`config.mk`:
```
export PLATFORM = sky130hd
export DESIGN_NAME = opram_sat2_updater
export DESIGN_NICKNAME = d
export VERILOG_FILES = /design/src/rtl/opram_sat2_updater.sv
export SDC_FILE = /design/constraint.sdc
export NUM_CORES = 1
export LEC_CHECK = 0
export CAP_MARGIN = 20
export CORE_AREA = 4 4 100 102
export CTS_CLUSTER_DIAMETER = 50
export DETAILED_ROUTE_END_ITERATION = 16
export DIE_AREA = 0 0 104 106
export GPL_ROUTABILITY_DRIVEN = 0
export PLACE_DENSITY = 0.76
export RECOVER_POWER = 50
export SKIP_LAST_GASP = 1
export SLEW_MARGIN = 20
export SYNTH_ARGS = -nofsm -noshare
export SYNTH_HDL_FRONTEND = slang
export SYNTH_SLANG_ARGS = --single-unit
export TNS_END_PERCENT = 10
```
`constraint.sdc`:
```
create_clock -name CLK -period 3.46 [get_ports CLK]
set_input_delay 0.865 -clock CLK [delete_from_list [all_inputs] [get_ports CLK]]
set_output_delay 0.865 -clock CLK [all_outputs]
set_load 0.1 [all_outputs]
```
`src/rtl/opram_sat2_updater.sv`:
```
// Saturating 2-bit counter update engine for a 32x2 op-RAM write port.
// Queues up to two requests per cycle and applies them with a forwarded read-modify-write pipeline.
module opram_sat2_updater #(
    parameter int         FIFO_DEPTH = 8,
    parameter logic [1:0] INIT_VAL   = 2'b01
) (
    input  logic       CLK,
    input  logic       RST,
    input  logic [1:0] upd_valid,
    input  logic [4:0] upd_idx0,
    input  logic [4:0] upd_idx1,
    input  logic [1:0] upd_inc,
    output logic       upd_ready,
    output logic       init_done,
    output logic       busy,
    output logic [4:0] ram_a,
    input  logic [1:0] ram_q,
    output logic       ram_wen,
    output logic [4:0] ram_aw,
    output logic [1:0] ram_di
);

    localparam int PW = (FIFO_DEPTH > 1) ? $clog2(FIFO_DEPTH) : 1;
    localparam int CW = PW + 1;

    typedef enum logic {
        ST_INIT = 1'b0,
        ST_RUN  = 1'b1
    } state_t;

    state_t      r_state;
    state_t      w_state_next;
    logic [4:0]  r_init_cnt;

    logic [5:0]  r_fifo [FIFO_DEPTH];
    logic [PW-1:0] r_wptr;
    logic [PW-1:0] r_rptr;
    logic [CW-1:0] r_count;

    logic        r_s1_valid;
    logic [4:0]  r_s1_idx;
    logic        r_s1_inc;

    logic        r_s2_valid;
    logic [4:0]  r_s2_idx;
    logic        r_s2_inc;
    logic [1:0]  r_s2_val;

    logic [CW-1:0] w_free;
    logic          w_enq0;
    logic          w_enq1;
    logic          w_pop;
    logic [PW-1:0] w_wptr1;
    logic [5:0]    w_head;
    logic [1:0]    w_s2_new;
    logic [1:0]    w_s1_val;

    always_ff @(posedge CLK) begin
        if (RST) begin
            r_state <= ST_INIT;
        end else begin
            r_state <= w_state_next;
        end
    end

    always_comb begin
        w_state_next = r_state;
        if (r_state == ST_INIT && r_init_cnt == 5'd31) begin
            w_state_next = ST_RUN;
        end
    end

    always_comb begin
        init_done = (r_state == ST_RUN);
        upd_ready = (r_state == ST_RUN) && (w_free >= CW'(2));
        busy      = (r_count != '0) || r_s1_valid || r_s2_valid;
        ram_a     = r_s1_idx;
        if (r_state == ST_INIT) begin
            ram_wen = 1'b1;
            ram_aw  = r_init_cnt;
            ram_di  = INIT_VAL;
        end else begin
            ram_wen = r_s2_valid;
            ram_aw  = r_s2_idx;
            ram_di  = w_s2_new;
        end
    end

    always_ff @(posedge CLK) begin
        if (RST) begin
            r_init_cnt <= '0;
        end else if (r_state == ST_INIT) begin
            r_init_cnt <= r_init_cnt + 5'd1;
        end
    end

    // Lane 1 lands directly behind lane 0 when both are valid, preserving age order.
    assign w_free  = CW'(FIFO_DEPTH) - r_count;
    assign w_enq0  = upd_ready & upd_valid[0];
    assign w_enq1  = upd_ready & upd_valid[1];
    assign w_pop   = (r_count != '0);
    assign w_wptr1 = r_wptr + PW'(w_enq0);
    assign w_head  = r_fifo[r_rptr];

    always_ff @(posedge CLK) begin
        if (w_enq0) begin
            r_fifo[r_wptr] <= {upd_idx0, upd_inc[0]};
        end
        if (w_enq1) begin
            r_fifo[w_wptr1] <= {upd_idx1, upd_inc[1]};
        end
    end

    always_ff @(posedge CLK) begin
        if (RST) begin
            r_wptr  <= '0;
            r_rptr  <= '0;
            r_count <= '0;
        end else begin
            r_wptr  <= r_wptr + PW'(w_enq0) + PW'(w_enq1);
            r_rptr  <= r_rptr + PW'(w_pop);
            r_count <= r_count + CW'(w_enq0) + CW'(w_enq1) - CW'(w_pop);
        end
    end

    // S2's result is not yet in the RAM while S1 reads, so a matching index takes it directly.
    assign w_s2_new = r_s2_inc ? ((r_s2_val == 2'd3) ? 2'd3 : r_s2_val + 2'd1)
                               : ((r_s2_val == 2'd0) ? 2'd0 : r_s2_val - 2'd1);
    assign w_s1_val = (r_s2_valid && r_s2_idx == r_s1_idx) ? w_s2_new : ram_q;

    always_ff @(posedge CLK) begin
        if (RST) begin
            r_s1_valid <= 1'b0;
            r_s1_idx   <= '0;
            r_s1_inc   <= 1'b0;
        end else begin
            r_s1_valid <= w_pop;
            if (w_pop) begin
                r_s1_idx <= w_head[5:1];
                r_s1_inc <= w_head[0];
            end
        end
    end

    always_ff @(posedge CLK) begin
        if (RST) begin
            r_s2_valid <= 1'b0;
            r_s2_idx   <= '0;
            r_s2_inc   <= 1'b0;
            r_s2_val   <= '0;
        end else begin
            r_s2_valid <= r_s1_valid;
            r_s2_idx   <= r_s1_idx;
            r_s2_inc   <= r_s1_inc;
            r_s2_val   <= w_s1_val;
        end
    end

endmodule
```
==> results.json <==
{
  "path_cells": "inv_2 > ha_2 > xnor2_1 > or3_4 > o21ai_4 > inv_8 > and2_1 > ha_1 > ha_4 > nand4_1 > a211oi_4 > buf_6 > mux2_1",
  "grt_first_pass_wirelength_um": 14760,
  "clock_skew_ns": 0.01234,
  "routed_via_density": 5.667,
  "ir_drop_mv": 0.2821,
  "vias": 2703,
  "crit_type": "reg2reg",
  "status": "finished clean",
  "die_w_um": 104,
  "ctsHtreeMaxLevel": 3,
  "post-route-period-util_pct": 99.36,
  "hold_start": "r_s1_valid",
  "first_iter_violations": 178,
  "async_reset_ff_share_pct": 0,
  "p_leak_nw": 1.794,
  "critPathArrivalTime_ns": 3.53,
  "worst_setup_path_start_kind": "register",
  "syn-num-nets": 349,
  "synth_area_um2": 4257,
  "start_util_pct": 46.73,
  "pwr_density_cell_nw_per_um2": 641.1,
  "routed_wl_um": 8893,
  "yosysWarnings": 0,
  "syn_avg_cell_area_um2": 13.56,
  "cts-buffers-inserted": 9,
  "stdcell_area_um2": 5027,
  "drive_above_1_share_pct": 24.86,
  "grt_max_degree": 20,
  "timing.reg2reg.setup_slack_ns": 0.02,
  "min_period_ns": 3.438,
  "worstMarginPinSlew_ns": 1.170,
  "critPathMaxFanout": 4,
  "hold_viol_final": 0,
  "synth-edff-count": 48,
  "drc": 0,
  "core-area_um2": 9109,
  "setup_violations": 0,
  "fin_hold_ws_ns": 0.4672,
  "worst-endpoint-required_ns": 3.55,
  "grt_pass1_vias": 2850,
  "whs_endpoint": "r_s2_valid",
  "dr.pass1.iters": 4,
  "maxCapViolations": 0,
  "std_cell_rows": 35,
  "nets": 396,
  "cts_num_sinks": 80,
  "area_growth_pct": 18.11,
  "grt_usage_pct": 17.02,
  "synth_top_flop_cell": "edfxtp_1",
  "crit_path_end_kind": "register",
  "whs_path_depth": 1,
  "dp_hpwl_um": 6704,
  "cpPeakStageDelay_ns": 0.38,
  "max_clock_freq_ghz": 0.2909,
  "ys_types": 53,
  "reg2regPathDepth": 13,
  "postSynthCellCount": 314,
  "cts_tree": "built",
  "antenna_found_initial": 0,
  "ios": 34,
  "clkLatencyLatePin_ns": 0.34,
  "crit_buf_inv": 3,
  "cts_max_path_buffers": 2,
  "wl_per_cell_um": 18.64,
  "cts_hold_buf": 0,
  "grt_setup_unrepaired": "true",
  "die-area_um2": 11020,
  "rr_endpoint": "r_fifo[3][5]",
  "antenna_left": 0,
  "die_h_um": 106,
  "io_buffer_count": 33,
  "worstHoldPathType": "reg2reg",
  "ys_seq_area_share_pct": 48.91,
  "ys_seq_elements": 80,
  "slowest_stage": "or3_4",
  "rr_startpoint": "r_count[1]",
  "clk_pin_slew_ns": 0.09,
  "cts_root_buf": "clkbuf_8",
  "antenna_cells": 0,
  "grt-ovfl-total": 0,
  "placed_cell_area_um2": 4780,
  "slew_violations": 0,
  "max-slew-margin-rel_pct": 22.33,
  "cp_top_family": "simple AND/OR/NAND/NOR gates"
}
-- final cells by class --
cell class	count	area, um2
clock buffer	11	131.4
tap	111	138.9
multi-input combinational	212	2160
fill	757	4081
sequential	80	2085
clock inverter	5	81.33
inverter	12	52.55
timing repair buffer	46	379.1
-- through the flow --
stage | setup slack (ns) | std cells | util [%] | power [W] | TNS [ns]
detailed placement | -0.03138 | 458 | 52.47 | 0.002506 | -0.2465
global route | -0.1039 | 477 | 55.19 | 0.003411 | -2.581
CTS | -0.05064 | 474 | 54.82 | 0.003252 | -0.2915
global placement | 0.05483 | 457 | 52.25 | 0.002468 | 0
floorplan | 0.004408 | 314 | - | 0.002228 | 0
finish | 0.02202 | 477 | 55.19 | 0.003223 | 0
-- power breakdown --
part,internal [W],switching (W)
Sequential,0.00110,0.000118
Clock,0.000407,0.000337
Combinational,0.000487,0.000772
Total,0.00200,0.00123
-- worst reg2reg max path: cells and delay by family, from the launching register on --
family	cells	cell delay [ns]
buffers and inverters	3	0.26
and+or+nand+nor	3	0.76
adders and majority gates	3	0.71
muxes	1	0.33
xor gates and xnor gates	1	0.18
DFF	1	0.36
AOI/OAI and AO/OA	2	0.59
-- repair_timing --
| item | CTS | global route |
|---|---|---|
| hold endpoints to repair | 0 | 0 |
| gates resized for setup | 1 | 6 |
| endpoints found under the setup margin | 22 | 82 |
| pin swaps | 0 | 2 |
| setup buffers | 0 | 3 |
-- state kept, by name (all words and copies together), names as in the netlist --
| signal | count |
|---|---|
| r_fifo | 48 |
| r_init_cnt | 5 |
| r_s2_idx | 5 |
| ram_a | 5 |
| r_count | 4 |
| r_rptr | 3 |
| r_wptr | 3 |
| r_s2_val | 2 |
| init_done | 1 |
| r_s1_inc | 1 |
| r_s1_valid | 1 |
| r_s2_inc | 1 |
| r_s2_valid | 1 |
-- Yosys cell counts (3+ instances only) --
master / n / area share (%)
edfxtp_1: 48 / 34
mux2_1: 41 / 11
dfxtp_1: 32 / 15
ha_1: 15 / 4.4
nor2_1: 14 / 1.2
mux2i_1: 13 / 3.1
nor2b_1: 13 / 1.9
mux2_2: 12 / 3.2
inv_1: 10 / 0.88
nand2b_1: 10 / 1.5
xnor2_1: 10 / 2.1
mux4_2: 7 / 3.7
nand2_1: 7 / 0.62
a22oi_1: 5 / 0.88
a32o_1: 5 / 1.2
clkbuf_1: 5 / 0.44
o21ai_4: 5 / 1.9
a21oi_1: 4 / 0.47
and2_1: 3 / 0.44
buf_2: 3 / 0.35
nand3_1: 3 / 0.35
nand4_1: 3 / 0.44
o21bai_1: 3 / 0.53
or3_1: 3 / 0.44
xor2_1: 3 / 0.62
-- logic make-up (layout without fill, tap and decap cells) --
kind of cell | count (synthesis) | after routing | synth area share (%)
AND/OR/NAND/NOR | 66 | 66 | 9.142
buffers and inverters | 22 | 74 | 2.263
adder cells (fa/ha/maj) | 19 | 19 | 5.820
multiplexers | 73 | 73 | 20.78
flip-flops | 80 | 80 | 48.91
AO/OA/AOI/OAI | 37 | 37 | 8.613
XOR/XNOR | 17 | 17 | 4.468
-- how the worst max path moves through the flow --
stage                    start           end  slack [ns]  cells after the start
finish              r_count[1]  r_fifo[3][5]        0.02                     13
global route        r_count[1]  r_fifo[3][5]       -0.10                     13
global placement    r_count[1]  r_fifo[4][1]        0.05                     12
detailed placement  r_count[1]  r_fifo[6][1]       -0.03                     13
CTS                 r_count[1]  r_fifo[6][0]       -0.05                     13
floorplan           r_count[1]  r_fifo[3][0]       0.004                     13
-- cells in the final DEF, fill, tap and decap left out, drive strengths merged, types with 12 or more instances in the layout --
cell type	Yosys	routed
buf	5	23
clkbuf	5	17
clkdlybuf4s50	0	16
dfxtp	32	32
edfxtp	48	48
ha	15	15
inv	12	12
mux2	53	53
mux2i	13	13
nor2	14	14
nor2b	14	14
xnor2	13	13
-- metal layers --
layer	share of wire [%]	wire length, um	up-vias	global-route usage [%]
li1	-	-	1278	-
met2	49	4365	90	28.27
met4	2.1	183	0	5.793
met5	0	0	-	0
met1	43	3820	1321	21.37
met3	5.9	524	14	4.918
Power figures use the tool's default switching activity.
